--- src/rtl/debug_display_pkg.sv ---
// Shared seven-segment constants and sizing helpers for the board display blocks.
package debug_display_pkg;

  localparam logic [7:0] SEG_BLANK = 8'hFF;

  // Active-low g..a patterns, entry n = hex digit n
  localparam logic [15:0][6:0] HEX_SEG = {
    7'h0E, 7'h06, 7'h21, 7'h46, 7'h03, 7'h08, 7'h10, 7'h00,
    7'h78, 7'h02, 7'h12, 7'h19, 7'h30, 7'h24, 7'h79, 7'h40
  };

  function automatic int CHW(input int n);
    return (n > 1) ? $clog2(n) : 1;
  endfunction

endpackage

--- src/rtl/hex7seg_decode.sv ---
// Nibble plus decimal point to active-low {dp,g..a} segment pattern.
module hex7seg_decode
  import debug_display_pkg::*;
(
  input  logic [3:0] i_nib,
  input  logic       i_dp,
  output logic [7:0] o_seg
);

  assign o_seg = {~i_dp, HEX_SEG[i_nib]};

endmodule

--- src/rtl/debug_display.sv ---
// Multi-channel debug value capture and time-multiplexed hex display driver.
module debug_display
  import debug_display_pkg::*;
#(
  parameter int               NDIGITS      = 4,
  parameter int               NCHAN        = 4,
  parameter int               DIV_BITS     = 16,
  parameter int               BLANK_CYCLES = 16,
  parameter logic [NCHAN-1:0] STICKY_MASK  = '0
) (
  input  logic                       clk,
  input  logic                       reset,
  input  logic [NCHAN*NDIGITS*4-1:0] chan_data,
  input  logic [NCHAN*NDIGITS-1:0]   chan_dots,
  input  logic [NCHAN-1:0]           chan_strobe,
  input  logic                       sel_next,
  input  logic                       freeze,
  output logic [7:0]                 sevenseg,
  output logic [NDIGITS-1:0]         sevenseg_an,
  output logic [CHW(NCHAN)-1:0]      cur_chan
);

  localparam int CW = CHW(NCHAN);
  localparam int IW = CHW(NDIGITS);
  localparam int DW = NDIGITS * 4;
  localparam logic [DIV_BITS-1:0] BLANK_V = DIV_BITS'(BLANK_CYCLES);

  logic               r_sel_s1, r_sel_s2, r_sel_d;
  logic               w_sel_pulse;
  logic [CW-1:0]      r_chan;
  logic [DW-1:0]      r_cap, w_chan_data;
  logic [NDIGITS-1:0] r_dots, w_chan_dots;
  logic               w_sticky, w_strobe;
  logic [DIV_BITS-1:0] r_div;
  logic [IW-1:0]      r_idx;
  logic [3:0]         w_nib;
  logic               w_dp;
  logic [7:0]         w_seg, r_seg;
  logic [NDIGITS-1:0] r_an;

  assign w_sel_pulse = r_sel_s2 & ~r_sel_d;

  always_ff @(posedge clk) begin
    if (reset) begin
      r_sel_s1 <= 1'b0;
      r_sel_s2 <= 1'b0;
      r_sel_d  <= 1'b0;
      r_chan   <= '0;
    end else begin
      r_sel_s1 <= sel_next;
      r_sel_s2 <= r_sel_s1;
      r_sel_d  <= r_sel_s2;
      if (w_sel_pulse)
        r_chan <= (r_chan == CW'(NCHAN - 1)) ? '0 : r_chan + 1'b1;
    end
  end

  always_comb begin
    w_chan_data = '0;
    w_chan_dots = '0;
    w_sticky    = 1'b0;
    w_strobe    = 1'b0;
    for (int c = 0; c < NCHAN; c++) begin
      if (r_chan == CW'(c)) begin
        w_chan_data = chan_data[c*DW +: DW];
        w_chan_dots = chan_dots[c*NDIGITS +: NDIGITS];
        w_sticky    = STICKY_MASK[c];
        w_strobe    = chan_strobe[c];
      end
    end
  end

  // A channel change wins over a coincident strobe so the new channel starts from 0
  always_ff @(posedge clk) begin
    if (reset || w_sel_pulse) begin
      r_cap  <= '0;
      r_dots <= '0;
    end else if (!freeze && (!w_sticky || w_strobe)) begin
      r_cap  <= w_chan_data;
      r_dots <= w_chan_dots;
    end
  end

  always_ff @(posedge clk) begin
    if (reset) begin
      r_div <= '0;
      r_idx <= '0;
    end else begin
      r_div <= r_div + 1'b1;
      if (r_div == '1)
        r_idx <= (r_idx == IW'(NDIGITS - 1)) ? '0 : r_idx + 1'b1;
    end
  end

  always_comb begin
    w_nib = '0;
    w_dp  = 1'b0;
    for (int d = 0; d < NDIGITS; d++) begin
      if (r_idx == IW'(d)) begin
        w_nib = r_cap[d*4 +: 4];
        w_dp  = r_dots[d];
      end
    end
  end

  hex7seg_decode u_dec (
    .i_nib (w_nib),
    .i_dp  (w_dp),
    .o_seg (w_seg)
  );

  // Anodes stay off for the first BLANK_CYCLES of each digit to hide ghosting
  always_ff @(posedge clk) begin
    if (reset || r_div < BLANK_V) begin
      r_seg <= SEG_BLANK;
      r_an  <= '1;
    end else begin
      r_seg <= w_seg;
      r_an  <= ~(NDIGITS'(1) << r_idx);
    end
  end

  assign sevenseg    = r_seg;
  assign sevenseg_an = r_an;
  assign cur_chan    = r_chan;

endmodule

--- config.mk ---
export PLATFORM = sky130hd
export DESIGN_NAME = debug_display
export DESIGN_NICKNAME = d
export VERILOG_FILES = /design/src/rtl/debug_display_pkg.sv /design/src/rtl/hex7seg_decode.sv /design/src/rtl/debug_display.sv
export SDC_FILE = /design/constraint.sdc
export NUM_CORES = 1
export LEC_CHECK = 0
export ABC_AREA = 1
export CORE_MARGIN = 5
export CORE_UTILIZATION = 42
export CTS_CLUSTER_DIAMETER = 100
export DETAILED_ROUTE_END_ITERATION = 6
export GPL_ROUTABILITY_DRIVEN = 0
export PLACE_DENSITY = 0.75
export SLEW_MARGIN = 0
export SYNTH_ARGS = -nofsm -noshare
export SYNTH_HDL_FRONTEND = slang
export SYNTH_SLANG_ARGS = --single-unit
--- constraint.sdc ---
create_clock -name clk -period 1.9 [get_ports clk]
set_clock_uncertainty 0.2 [all_clocks]
set_input_delay 0.19 -clock clk [delete_from_list [all_inputs] [get_ports clk]]
set_output_delay 0.19 -clock clk [all_outputs]
set_load 0.05 [all_outputs]
==> reports/metrics.yaml <==
run_status:
  status: "complete, but fails checks"
  violations: "setup timing"
hold_path:
  min_path_type: "input port to flip-flop"
cells_and_area:
  antenna_cells: 0
  seq_area_um2: 1110
  nFillCells: 642
  final_nets: 708
  drive_gt1_share_pct: 16.7
  mostFrequentLayoutCell: "nand2_1"
  final_area_um2: 4750
  multi_input_area_um2: 1940
  syn_to_final_growth_pct: 50.2
  final_cell_mix: "nand2_1 (120), clkdlybuf4s50_1 (95), a21oi_1 (59)"
clocking:
  clockBufferDepth: 2
  h-tree-depth: 2
  cts-root-buf: "clkbuf_8"
  numCtsBuffers: 5
  cts_sinks: 55
  cts_tree: "done"
  cts.clk_slew.worst_paths_ns: 0.10
  clk-insertion-delay-late_ns: 0.31
logic_synthesis:
  synthSimpleGateAreaFrac_pct: 30.7
  synth_adder_area_share_pct: 5.94
  synth_top_family_by_area: "simple AND/OR/NAND/NOR gates"
  ys_warn_count: 0
  syn_nets: 588
  synth_compound_area_share_pct: 18.5
  ys_ff_latch: 55
  synth_xor_area_share_pct: 0.277
  synthDistinctLibCells: 27
  synthCells: 485
  avgSynthCellArea_um2: 6.52
  netlist_area_um2: 3160
  synth.area.mux_share_pct: 0
  ys_seq_area_share_pct: 34.8
critical_path:
  critPathKind: "flip-flop to flip-flop"
  arrival_ns: 1.89
  crit_required_ns: 1.89
  cp-end-kind: "flip-flop"
  worst-path-max-fanout: 6
  critPathLaunchType: "flip-flop"
placement:
  dp_slack_ns: -0.157
  port_buffers: 97
  hpwlAfterDp_um: 6840
  dpl_cell_area_um2: 4360
grt:
  grt_pass1_vias: 3374
  antenna_found_initial: 0
  grt_start_max_net_pins: 29
  grt_overflow: 0
  grt_pass1_wl_um: 15000
  gr-usage-all-layers_pct: 18.5
drt:
  met3_length_um: 420
  post_drt_wl_per_cell_um: 13.2
  ant_nets: 0
  via_per_inst: 5.01
  wl_met1_um: 4050
  topRoutingLayerUsed: "met4"
  vias: 3524
  drt_iter0_drc: 170
  routed_wirelength_um: 9330
  drt_pass1_iterations: 5
  wl_met2_um: 4750
  drc: 0
floorplan:
  fp.dieW_um: 96.8
  chipHeight_um: 96.8
  pin_count: 102
  row_count: 31
  start_util_pct: 43.4
  design.die.area_um2: 9360
  core_area_um2: 7290
timing:
  rsz0062_at_grt: "true"
  whs_ns: 0.183
  max_freq_mhz: 526
  layout_setup_ws_ns: -0.00148
  fin_crit_sh_pct: 100
  setup_viol: 1
  finalHoldViolations: 0
  finalMaxSlewViolations: 0
  max_slew_margin_pct: 66.3
  period_needed_ns: 1.90
  tightestPinTransition_ns: 0.504
run:
  drv_cap: 0
pwr:
  p_leak_nw: 1.98
  finalPower_mw: 2.53
  power.density_nw_per_um2: 532
  vdd.ir_drop.worst_mv: 0.322
cells by family after synthesis:
kind of cell	after synthesis
simple gates	231
compound gates	106
buf+inv	77
flops	55
fa+ha+maj	15
xor+xnor	1
registers in the layout (all words and copies together), names as in the netlist:
name / cells
r_sel_d: 1
r_cap: 16
cur_chan: 2
sevenseg: 8
r_sel_s2: 1
sevenseg_an: 4
r_sel_s1: 1
r_div: 16
r_idx: 2
r_dots: 4
metal layers:
layer / global-route usage (%) / vias to the layer above
li1: - / 1811
met1: 23.0 / 1606
met2: 33.3 / 96
met3: 3.53 / 11
met4: 3.67 / 0
met5: 0 / -
where the power goes:
part / switching (mW) / leakage (nW) / internal (mW)
logic: 0.297 / 1.48 / 0.328
registers: 0.0303 / 0.452 / 1.20
clock network: 0.381 / 0.0477 / 0.294
worst paths after layout:
kind | start | end | slack (ns) | cells past startpoint
min | sel_next | r_sel_s1 | 0.18 | 3
min reg2reg | r_sel_s1 | r_sel_s2 | 0.21 | 2
max | r_idx[1] | sevenseg[3] | -0.001 | 13
max reg2reg | r_idx[1] | sevenseg[3] | -0.001 | 13
cell type report:
cell class | count | area share (%)
multi-input cells | 353 | 40.9
repair buffers | 131 | 26.0
flip-flops and latches | 55 | 23.4
inverters | 57 | 4.90
well taps | 99 | 2.61
clock buffers | 6 | 1.74
repair inverters | 2 | 0.264
clock inverters | 1 | 0.184
what timing repair did:
| item | in CTS | in global routing |
|---|---|---|
| buffers inserted | 0 | 8 |
| setup endpoints to repair | 13 | 20 |
| pin swaps | 0 | 14 |
| hold buffers | 0 | 0 |
| resized for setup | 17 | 43 |
| cloned | 1 | 1 |
Yosys cell counts, drive strengths merged:
master / instances / share of area [%]
nor2: 52 / 6.9
a21oi: 62 / 9.8
o21ai: 22 / 3.5
inv: 57 / 6.8
or2: 1 / 0.20
nand3: 34 / 5.4
clkbuf: 14 / 1.7
ha: 15 / 5.9
xor2: 1 / 0.28
nand2: 134 / 16
buf: 6 / 1.2
o211ai: 21 / 5.0
nor3: 7 / 1.3
dfxtp: 55 / 35
nand4: 3 / 0.59
a211oi: 1 / 0.24
worst max-delay path, cell delays in order (launching register included):
cell and delay (ns):
dfxtp_4 0.39, inv_4 0.08, ha_4 0.18, inv_4 0.06
nand2_2 0.06, nand3_2 0.06, nand2_2 0.08, nand2_4 0.09
buf_6 0.14, ha_2 0.17, nand3_1 0.07, nand3_1 0.07
nand2_1 0.06, nand2_1 0.05
metrics by stage:
| step | util, % | setup TNS (ns) | std cells |
|---|---|---|---|
| 2_1_floorplan | - | 0 | 485 |
| 3_3_place_gp | 59.8 | -0.243 | 687 |
| 3_5_place_dp | 59.8 | -0.709 | 687 |
| 4_1_cts | 62.0 | -0.00203 | 695 |
| 5_1_grt | 65.1 | -0.482 | 704 |
| 6_report | 65.1 | -0.00148 | 704 |
No activity file was read; power rests on OpenSTA's default activity.
